==> config.mk <==
export PLATFORM = sky130hd
export DESIGN_NAME = axi_rd_arbiter
export DESIGN_NICKNAME = d
export VERILOG_FILES = /design/src/rtl/axi_xbar_pkg.sv /design/src/rtl/rr_arb2.sv /design/src/rtl/axi_rd_arbiter.sv
export SDC_FILE = /design/constraint.sdc
export NUM_CORES = 1
export LEC_CHECK = 0
export ABC_AREA = 1
export ABC_CLOCK_PERIOD_IN_PS = 1800
export CORE_UTILIZATION = 25
export DETAILED_ROUTE_END_ITERATION = 10
export PLACE_DENSITY = 0.76
export SYNTH_ARGS = -nofsm -noshare
export SYNTH_HDL_FRONTEND = slang
export SYNTH_SLANG_ARGS = --single-unit
==> constraint.sdc <==
create_clock -name AXI_CLK_i -period 1.8 [get_ports AXI_CLK_i]
set_clock_uncertainty 0.15 [all_clocks]
set_input_delay 0.36 -clock AXI_CLK_i [delete_from_list [all_inputs] [get_ports AXI_CLK_i]]
set_output_delay 0.36 -clock AXI_CLK_i [all_outputs]
set_load 0.01 [all_outputs]
==> src/rtl/axi_xbar_pkg.sv <==
// Shared crossbar types: master tags, arbiter state encoding and the latched AR packet.
package axi_xbar_pkg;

  localparam logic [3:0] TAG_M0 = 4'b0001;
  localparam logic [3:0] TAG_M1 = 4'b0010;

  typedef enum logic [1:0] {
    IDLE = 2'd0,
    ADDR = 2'd1,
    DATA = 2'd2
  } state_t;

  typedef struct packed {
    logic [7:0]  id;
    logic [31:0] addr;
    logic [3:0]  len;
    logic [2:0]  size;
    logic [1:0]  burst;
  } ar_pkt_t;

endpackage

==> src/rtl/rr_arb2.sv <==
// Two-way round-robin arbiter; the priority pointer moves to the loser only when a grant is accepted.
module rr_arb2 (
  input  logic       clk,
  input  logic       rst_n,
  input  logic [1:0] req,
  input  logic       accept,
  output logic       gnt,
  output logic       gnt_valid
);

  logic ptr_r;

  // Grant selection: a lone requester wins, a tie goes to the pointer.
  always_comb begin
    gnt_valid = |req;
    if (req == 2'b11) begin
      gnt = ptr_r;
    end else if (req[1]) begin
      gnt = 1'b1;
    end else begin
      gnt = 1'b0;
    end
  end

  // Pointer update on an accepted grant.
  always_ff @(posedge clk or negedge rst_n) begin
    if (!rst_n) begin
      ptr_r <= 1'b0;
    end else if (accept && gnt_valid) begin
      ptr_r <= ~gnt;
    end else begin
      ptr_r <= ptr_r;
    end
  end

endmodule

==> src/rtl/axi_rd_arbiter.sv <==
// Per-slave AXI read arbiter: shares one slave AR/R port between M0 and M1, one burst at a time.
module axi_rd_arbiter
  import axi_xbar_pkg::*;
#(
  parameter int ID_W   = 4,
  parameter int IDS_W  = 8,
  parameter int ADDR_W = 32,
  parameter int DATA_W = 32,
  parameter int LEN_W  = 4,
  parameter int SIZE_W = 3
) (
  input  logic              AXI_CLK_i,
  input  logic              AXI_RST_i,
  input  logic [ID_W-1:0]   ARID_M0_i,
  input  logic [ADDR_W-1:0] ARADDR_M0_i,
  input  logic [LEN_W-1:0]  ARLEN_M0_i,
  input  logic [SIZE_W-1:0] ARSIZE_M0_i,
  input  logic [1:0]        ARBURST_M0_i,
  input  logic              ARVALID_M0_i,
  output logic              ARREADY_M0_o,
  output logic [ID_W-1:0]   RID_M0_o,
  output logic [DATA_W-1:0] RDATA_M0_o,
  output logic [1:0]        RRESP_M0_o,
  output logic              RLAST_M0_o,
  output logic              RVALID_M0_o,
  input  logic              RREADY_M0_i,
  input  logic [ID_W-1:0]   ARID_M1_i,
  input  logic [ADDR_W-1:0] ARADDR_M1_i,
  input  logic [LEN_W-1:0]  ARLEN_M1_i,
  input  logic [SIZE_W-1:0] ARSIZE_M1_i,
  input  logic [1:0]        ARBURST_M1_i,
  input  logic              ARVALID_M1_i,
  output logic              ARREADY_M1_o,
  output logic [ID_W-1:0]   RID_M1_o,
  output logic [DATA_W-1:0] RDATA_M1_o,
  output logic [1:0]        RRESP_M1_o,
  output logic              RLAST_M1_o,
  output logic              RVALID_M1_o,
  input  logic              RREADY_M1_i,
  output logic [IDS_W-1:0]  ARID_S_o,
  output logic [ADDR_W-1:0] ARADDR_S_o,
  output logic [LEN_W-1:0]  ARLEN_S_o,
  output logic [SIZE_W-1:0] ARSIZE_S_o,
  output logic [1:0]        ARBURST_S_o,
  output logic              ARVALID_S_o,
  input  logic              ARREADY_S_i,
  input  logic [IDS_W-1:0]  RID_S_i,
  input  logic [DATA_W-1:0] RDATA_S_i,
  input  logic [1:0]        RRESP_S_i,
  input  logic              RLAST_S_i,
  input  logic              RVALID_S_i,
  output logic              RREADY_S_o
);

  state_t  state_r, state_next;
  logic    owner_r;
  ar_pkt_t pkt_r, pkt_next;
  logic [1:0] req;
  logic    gnt, gnt_valid, ar_accept, r_done;
  logic    unused_rid_tag;

  // Routing uses the owner only, so the slave-side tag bits are intentionally ignored.
  assign unused_rid_tag = ^RID_S_i[IDS_W-1:ID_W];

  // Requests are masked during reset so no ARREADY can leak out while AXI_RST_i is low.
  assign req       = {ARVALID_M1_i, ARVALID_M0_i} & {2{AXI_RST_i}};
  assign ar_accept = (state_r == IDLE) && gnt_valid;
  assign r_done    = (state_r == DATA) && RVALID_S_i && RREADY_S_o && RLAST_S_i;

  rr_arb2 u_rr_arb2 (
    .clk       (AXI_CLK_i),
    .rst_n     (AXI_RST_i),
    .req       (req),
    .accept    (ar_accept),
    .gnt       (gnt),
    .gnt_valid (gnt_valid)
  );

  // State register.
  always_ff @(posedge AXI_CLK_i or negedge AXI_RST_i) begin
    if (!AXI_RST_i) begin
      state_r <= IDLE;
    end else begin
      state_r <= state_next;
    end
  end

  // Next-state logic.
  always_comb begin
    state_next = state_r;
    case (state_r)
      IDLE:    if (ar_accept) state_next = ADDR; else state_next = IDLE;
      ADDR:    if (ARREADY_S_i) state_next = DATA; else state_next = ADDR;
      DATA:    if (r_done) state_next = IDLE; else state_next = DATA;
      default: state_next = IDLE;
    endcase
  end

  // Tagged AR packet of the currently granted master.
  always_comb begin
    if (gnt) begin
      pkt_next = '{id: {TAG_M1, ARID_M1_i}, addr: ARADDR_M1_i, len: ARLEN_M1_i,
                   size: ARSIZE_M1_i, burst: ARBURST_M1_i};
    end else begin
      pkt_next = '{id: {TAG_M0, ARID_M0_i}, addr: ARADDR_M0_i, len: ARLEN_M0_i,
                   size: ARSIZE_M0_i, burst: ARBURST_M0_i};
    end
  end

  // AR field latch and burst owner, captured on the master handshake.
  always_ff @(posedge AXI_CLK_i or negedge AXI_RST_i) begin
    if (!AXI_RST_i) begin
      pkt_r   <= '0;
      owner_r <= 1'b0;
    end else if (ar_accept) begin
      pkt_r   <= pkt_next;
      owner_r <= gnt;
    end else begin
      pkt_r   <= pkt_r;
      owner_r <= owner_r;
    end
  end

  assign ARID_S_o    = pkt_r.id;
  assign ARADDR_S_o  = pkt_r.addr;
  assign ARLEN_S_o   = pkt_r.len;
  assign ARSIZE_S_o  = pkt_r.size;
  assign ARBURST_S_o = pkt_r.burst;

  // Handshake outputs and R-channel steering to the owner.
  always_comb begin
    ARREADY_M0_o = 1'b0;
    ARREADY_M1_o = 1'b0;
    ARVALID_S_o  = 1'b0;
    RREADY_S_o   = 1'b0;
    RVALID_M0_o  = 1'b0;
    RVALID_M1_o  = 1'b0;
    RID_M0_o     = '0;
    RDATA_M0_o   = '0;
    RRESP_M0_o   = 2'b00;
    RLAST_M0_o   = 1'b0;
    RID_M1_o     = '0;
    RDATA_M1_o   = '0;
    RRESP_M1_o   = 2'b00;
    RLAST_M1_o   = 1'b0;
    case (state_r)
      IDLE: begin
        ARREADY_M0_o = gnt_valid && !gnt;
        ARREADY_M1_o = gnt_valid && gnt;
      end
      ADDR: ARVALID_S_o = 1'b1;
      DATA: begin
        if (owner_r) begin
          RVALID_M1_o = RVALID_S_i;
          RREADY_S_o  = RREADY_M1_i;
          RID_M1_o    = RID_S_i[ID_W-1:0];
          RDATA_M1_o  = RDATA_S_i;
          RRESP_M1_o  = RRESP_S_i;
          RLAST_M1_o  = RLAST_S_i;
        end else begin
          RVALID_M0_o = RVALID_S_i;
          RREADY_S_o  = RREADY_M0_i;
          RID_M0_o    = RID_S_i[ID_W-1:0];
          RDATA_M0_o  = RDATA_S_i;
          RRESP_M0_o  = RRESP_S_i;
          RLAST_M0_o  = RLAST_S_i;
        end
      end
      default: ARVALID_S_o = 1'b0;
    endcase
  end

endmodule

======== After elaboration in Yosys (flattened, before gate mapping) ========
Cells that the tools add are included.
storage, ports and cells
  memory bits (writable) .................. 0
  word-level logic and storage cells ...... 55
  register bits ........................... 53
  memories ................................ 0
  bits in read-only memories .............. 0
  output and inout bits ................... 133
  input bits .............................. 141
  bits in latches ......................... 0
cells by class
  shift-type cells ........................ 0
  add/subtract/negate cells ............... 0
  multiply operators ...................... 0
  multiplexer cells ....................... 32
  reduce and logical (&&, ||, !) cells .... 10
  divide/modulo/power cells ............... 0
  eq/ne operators ......................... 3
  bitwise logic cells ..................... 2
  $lt $le $gt $ge ......................... 0
operators with widths
  kind                                            number
  two-way mux 32 bit                              4
  two-way mux 47 bit                              1
  two-way mux 1 bit                               16
  two-way mux 4 bit                               4
  two-way mux 2 bit                               6
  logical AND 1 bit                               7
  one-hot mux 2 bit (3 select lines)              1
  == test 2 bit (second input constant)           2
  bitwise AND 2 bit                               1
  == test 2 x 1 -> 1 bit (second input constant)  1
  zero test 2 bit                                 1
  OR reduction 2 bit                              1
  zero test 1 bit                                 1
  NOT 1 bit                                       1

======== Depth between registers and ports, before layout ========
  depth after elaboration ................. 6
  gate-level depth with buffers ........... 9
  depth with buffers taken out ............ 7

======== Modules after synthesis ========
Synthesis repeated with hierarchy kept, for this count alone.
second synthesis, totals
  cells, all modules ...................... 509
  area, all modules ....................... 3060.4 sq um
by module, submodules not included
  module          cells each  seq. area each (sq um)  area an instance (sq um)  times used
  axi_rd_arbiter  501         1226.2                  3001.6                    1
  rr_arb2         8           25.0                    58.8                      1

======== Least setup slack after synthesis ========
Ideal clock, no wire load.
  path kind ............................... reg2out
  start point ............................. reg state_r[0]
  end point ............................... out RDATA_M1_o[22]
  stages on the path, launching flop included .. 6
  buffers on the path ..................... 2
  setup slack ............................. 0.199 ns
  data arrival time ....................... 1.091 ns
  required time ........................... 1.290 ns
  cell sequence ........................... dfrtp_1 -> nor2_4 -> nand2_1 -> buf_2 -> buf_6 -> nor2_1
on the way
  word-level cells in the longest chain between the ends .. 2
RTL lines
  what                    line                   RTL
  from (decl)             axi_rd_arbiter.sv:55   state_t state_r, state_next;
  from (signal assigned)  axi_rd_arbiter.sv:84   state_r <= state_next;
  == test 2 bit           axi_rd_arbiter.sv:146  case (state_r)
  two-way mux 32 bit      axi_rd_arbiter.sv:146
  to (decl)               axi_rd_arbiter.sv:35   output logic [DATA_W-1:0] RDATA_M1_o,
No other way between the ends.

======== Worst setup path after layout ========
  start point ............................. reg state_r[0]
  end point ............................... out RDATA_M0_o[22]
on the way
  word-level cells in the longest chain between the ends .. 2
RTL lines
  what                line                   RTL
  == test 2 bit       axi_rd_arbiter.sv:146
  two-way mux 32 bit  axi_rd_arbiter.sv:146
  to (decl)           axi_rd_arbiter.sv:22   output logic [DATA_W-1:0] RDATA_M0_o,
No other way between the ends.

==> summary.txt <==
Status
  – Outcome: finished with violations
  – Failing checks: negative setup slack

Worst setup path
  – Crit path kind: flip-flop to primary output
  – Startpoint types: flip-flop
  – Critical path's top delay family: flip-flops
  – Setup crit end kind: primary output
  – Crit path buffers/inverters: 2
  – Crit-path cells: nor2_4 -> nand2_4 -> clkbuf_16 -> nor2_1 -> buf_2
  – FF-to-FF path depth: 7
  – WP data arrival: 1.41 ns
  – Crit path required time: 1.29 ns
  – R2R Path Start: state_r[0]
  – Reg2Reg Setup Slack: 0.15 ns
  – Worst path max stage delay: 0.42 ns
  – CP Max Fanout: 16
  – FF-to-FF End: owner_r
  – Critical path's slowest cell: dfrtp_1

Floorplanning
  – Die height: 114 microns
  – Die W: 114 microns
  – Die ar.: 13100 sq um
  – Initial cell density of the core: 0.260
  – # rows: 40
  – Core area: 12200 sq um
  – Io pins: 274

Synthesis
  – Sequential area share after synthesis: 0.388
  – Post-Synth XOR/XNOR Area: 0
  – Cell variety after synth: 18
  – Synth Register Bits: 49
  – Synth Area in Compound Gates: 0.00634
  – Post-synth EDFFs: 0
  – Top-count cell post-synth: nand2_1
  – Gate Count Post-Synth: 509
  – Async SR Flop Fraction: 1.00
  – Simple-gate share of the synthesized area: 0.467
  – Post-synth top area cell: dfrtp_1
  – Ys Warns: 0
  – Largest family of logic cells by synthesized area: simple AND/OR/NAND/NOR gates
  – Main synth FF type: dfrtp_1
  – Mean post-synth cell area: 6.20 sq um
  – Top-area cell type share of the netlist area: 0.388
  – Dominant cells by area after synthesis: dfrtp_1, nand2_1, nor2_1
  – Multiplexer share of the synthesized area: 0
  – Mapped cell area: 3160 sq um
  – Adder-cell share of the synthesized area: 0
  – Top cells by count, synth: nand2_1, nor2_1, dfrtp_1

Route
  – DRC: 0
  – Wire per inst: 13.0 microns
  – DRT Pass-1 Iters: 4
  – Vias/cell: 4.19
  – Vias: 3955
  – DR iter-0 viols: 125
  – Routed WL: 12300 microns
  – Antenna-violating nets left: 0

Pwr
  – VDD IR max: 523 uV
  – Power Dens Cells: 1170 nW/um^2
  – Static leakage: 3.32 nW
  – Total power: 6.98 mW

Timing
  – Sum Neg Setup Slack: -7.19 ns
  – RSZ-0062 raised after global routing: true
  – Final critical-path required period: 1.92 ns
  – Final setup vio count: 83
  – Final Hold Vio Count: 0
  – Achievable frequency: 520 MHz
  – Final period util: 1.07
  – Setup ws final: -0.124 ns
  – Slew Limit Fails: 0

GRT
  – Largest net degree at the start of global routing: 48
  – Total GRT Usage: 0.181
  – First-pass GRT wire length: 18400 microns
  – Vias in the first global route: 3616
  – Initial antenna violation count: 0
  – Grt total ovfl: 0

Final layout
  – Area Overhead vs Synth: 89.2%
  – Sequential cell area: 1230 sq um
  – ANT cells: 0
  – Multi-input gate area: 1610 sq um
  – Fin cells: 945
  – Nets@finish: 917
  – Share of cells above drive strength 1: 0.210
  – Fillers: 1293

Clock tree
  – CTS max path bufs: 2
  – Clock transition at path regs: 0.07 ns
  – Htree depth: 2
  – Cts bufs inserted: 5
  – Clk_lat worst skew: 0.28 ns
  – CTS tree: built
  – Root buf cell: clkbuf_16
  – Sinks on Clock Net: 49

Min path
  – Class of the worst hold path: input port to asynchronous set/reset pin

Place
  – Post-DP HPWL: 9550 microns
  – IO buf count: 267
  – Final GP Congestion: 0.741
  – Placed cell count: 930

Flow run
  – Max Cap Viol: 0
[cell families after synthesis]
family | after synthesis
and+or+nand+nor | 371
other | 1
AOI/OAI and AO/OA | 4
buffers and inverters | 84
DFF | 49
[registers in the layout, summed over array words and instances (netlist names)]
| name | cells |
|---|---|
| u_rr_arb2.ptr_r | 1 |
| ARID_S_o | 4 |
| ARBURST_S_o | 2 |
| ARADDR_S_o | 32 |
| ARLEN_S_o | 4 |
| ARSIZE_S_o | 3 |
| owner_r | 1 |
| state_r | 2 |
[layout by cell type, fill, tap and decap left out, drive strengths merged]
master	count
nand2	241
clkdlybuf4s50	177
buf	108
nor2	83
inv	52
dfrtp	49
nand3	45
clkbuf	6
dlygate4sd2	4
o21ai	3
conb	2
nor3	1
nand3b	1
a21oi	1
bufinv	1
dlygate4sd3	1
dlymetal6s2s	1
clkdlybuf4s15	1
[cell type report]
cell class,count,area share
clock buffers,5,0.0209
clock inverters,3,0.00796
inverters,50,0.0314
multi-input cells,377,0.270
flip-flops and latches,49,0.205
well taps,168,0.0352
repair buffers,293,0.429
[worst max path at each step]
| stage | from | to | slack [ns] | cells past startpoint |
|---|---|---|---|---|
| 2_1_floorplan | state_r[0] | RDATA_M1_o[22] | 0.20 | 5 |
| 4_1_cts | state_r[1] | RID_M1_o[0] | -0.14 | 6 |
| 5_1_grt | state_r[0] | RDATA_M0_o[31] | -0.18 | 5 |
| 6_report | state_r[0] | RDATA_M0_o[22] | -0.12 | 5 |
| 3_5_place_dp | ARVALID_M1_i | ARREADY_M1_o | -0.49 | 8 |
| 3_3_place_gp | ARVALID_M1_i | ARREADY_M1_o | -0.46 | 8 |
[stage by stage]
step / instance area (sq um) / util / hold WS (ns) / setup slack, ns
2_1_floorplan: 3160 / - / -0.0856 / 0.199
3_3_place_gp: 5990 / 0.492 / 0.246 / -0.462
3_5_place_dp: 5990 / 0.492 / 0.255 / -0.494
4_1_cts: 5930 / 0.488 / 0.0329 / -0.142
5_1_grt: 5970 / 0.491 / 0.0666 / -0.180
6_report: 5970 / 0.491 / 0.0199 / -0.124
[power breakdown]
group / switching [mW] / total (mW) / internal [mW] / leakage (nW)
clock network: 0.415 / 1.08 / 0.665 / 0.0848
registers: 0.296 / 1.91 / 1.61 / 0.611
logic: 1.99 / 3.99 / 2.00 / 2.63
total: 2.70 / 6.98 / 4.27 / 3.32
[repair_timing]
| item | 4_1_cts | 5_1_grt |
|---|---|---|
| buffers inserted | 5 | 0 |
| resized for setup | 337 | 57 |
| endpoints found under the hold margin | 16 | 0 |
| hold buffers | 1 | 0 |
| setup endpoints to repair | 86 | 111 |
| pin swaps | 3 | 4 |
| cloned | 0 | 1 |
[layer usage]
layer | routed length (microns) | part of all wire | up-vias | global-route usage
met5 | 0 | 0 | - | 0
met4 | 189 | 0.015 | 0 | 0.0511
met3 | 989 | 0.081 | 10 | 0.0471
met2 | 6550 | 0.53 | 162 | 0.354
met1 | 4530 | 0.37 | 1748 | 0.189
li1 | - | - | 2035 | -
No activity file was read; power rests on OpenSTA's default activity.
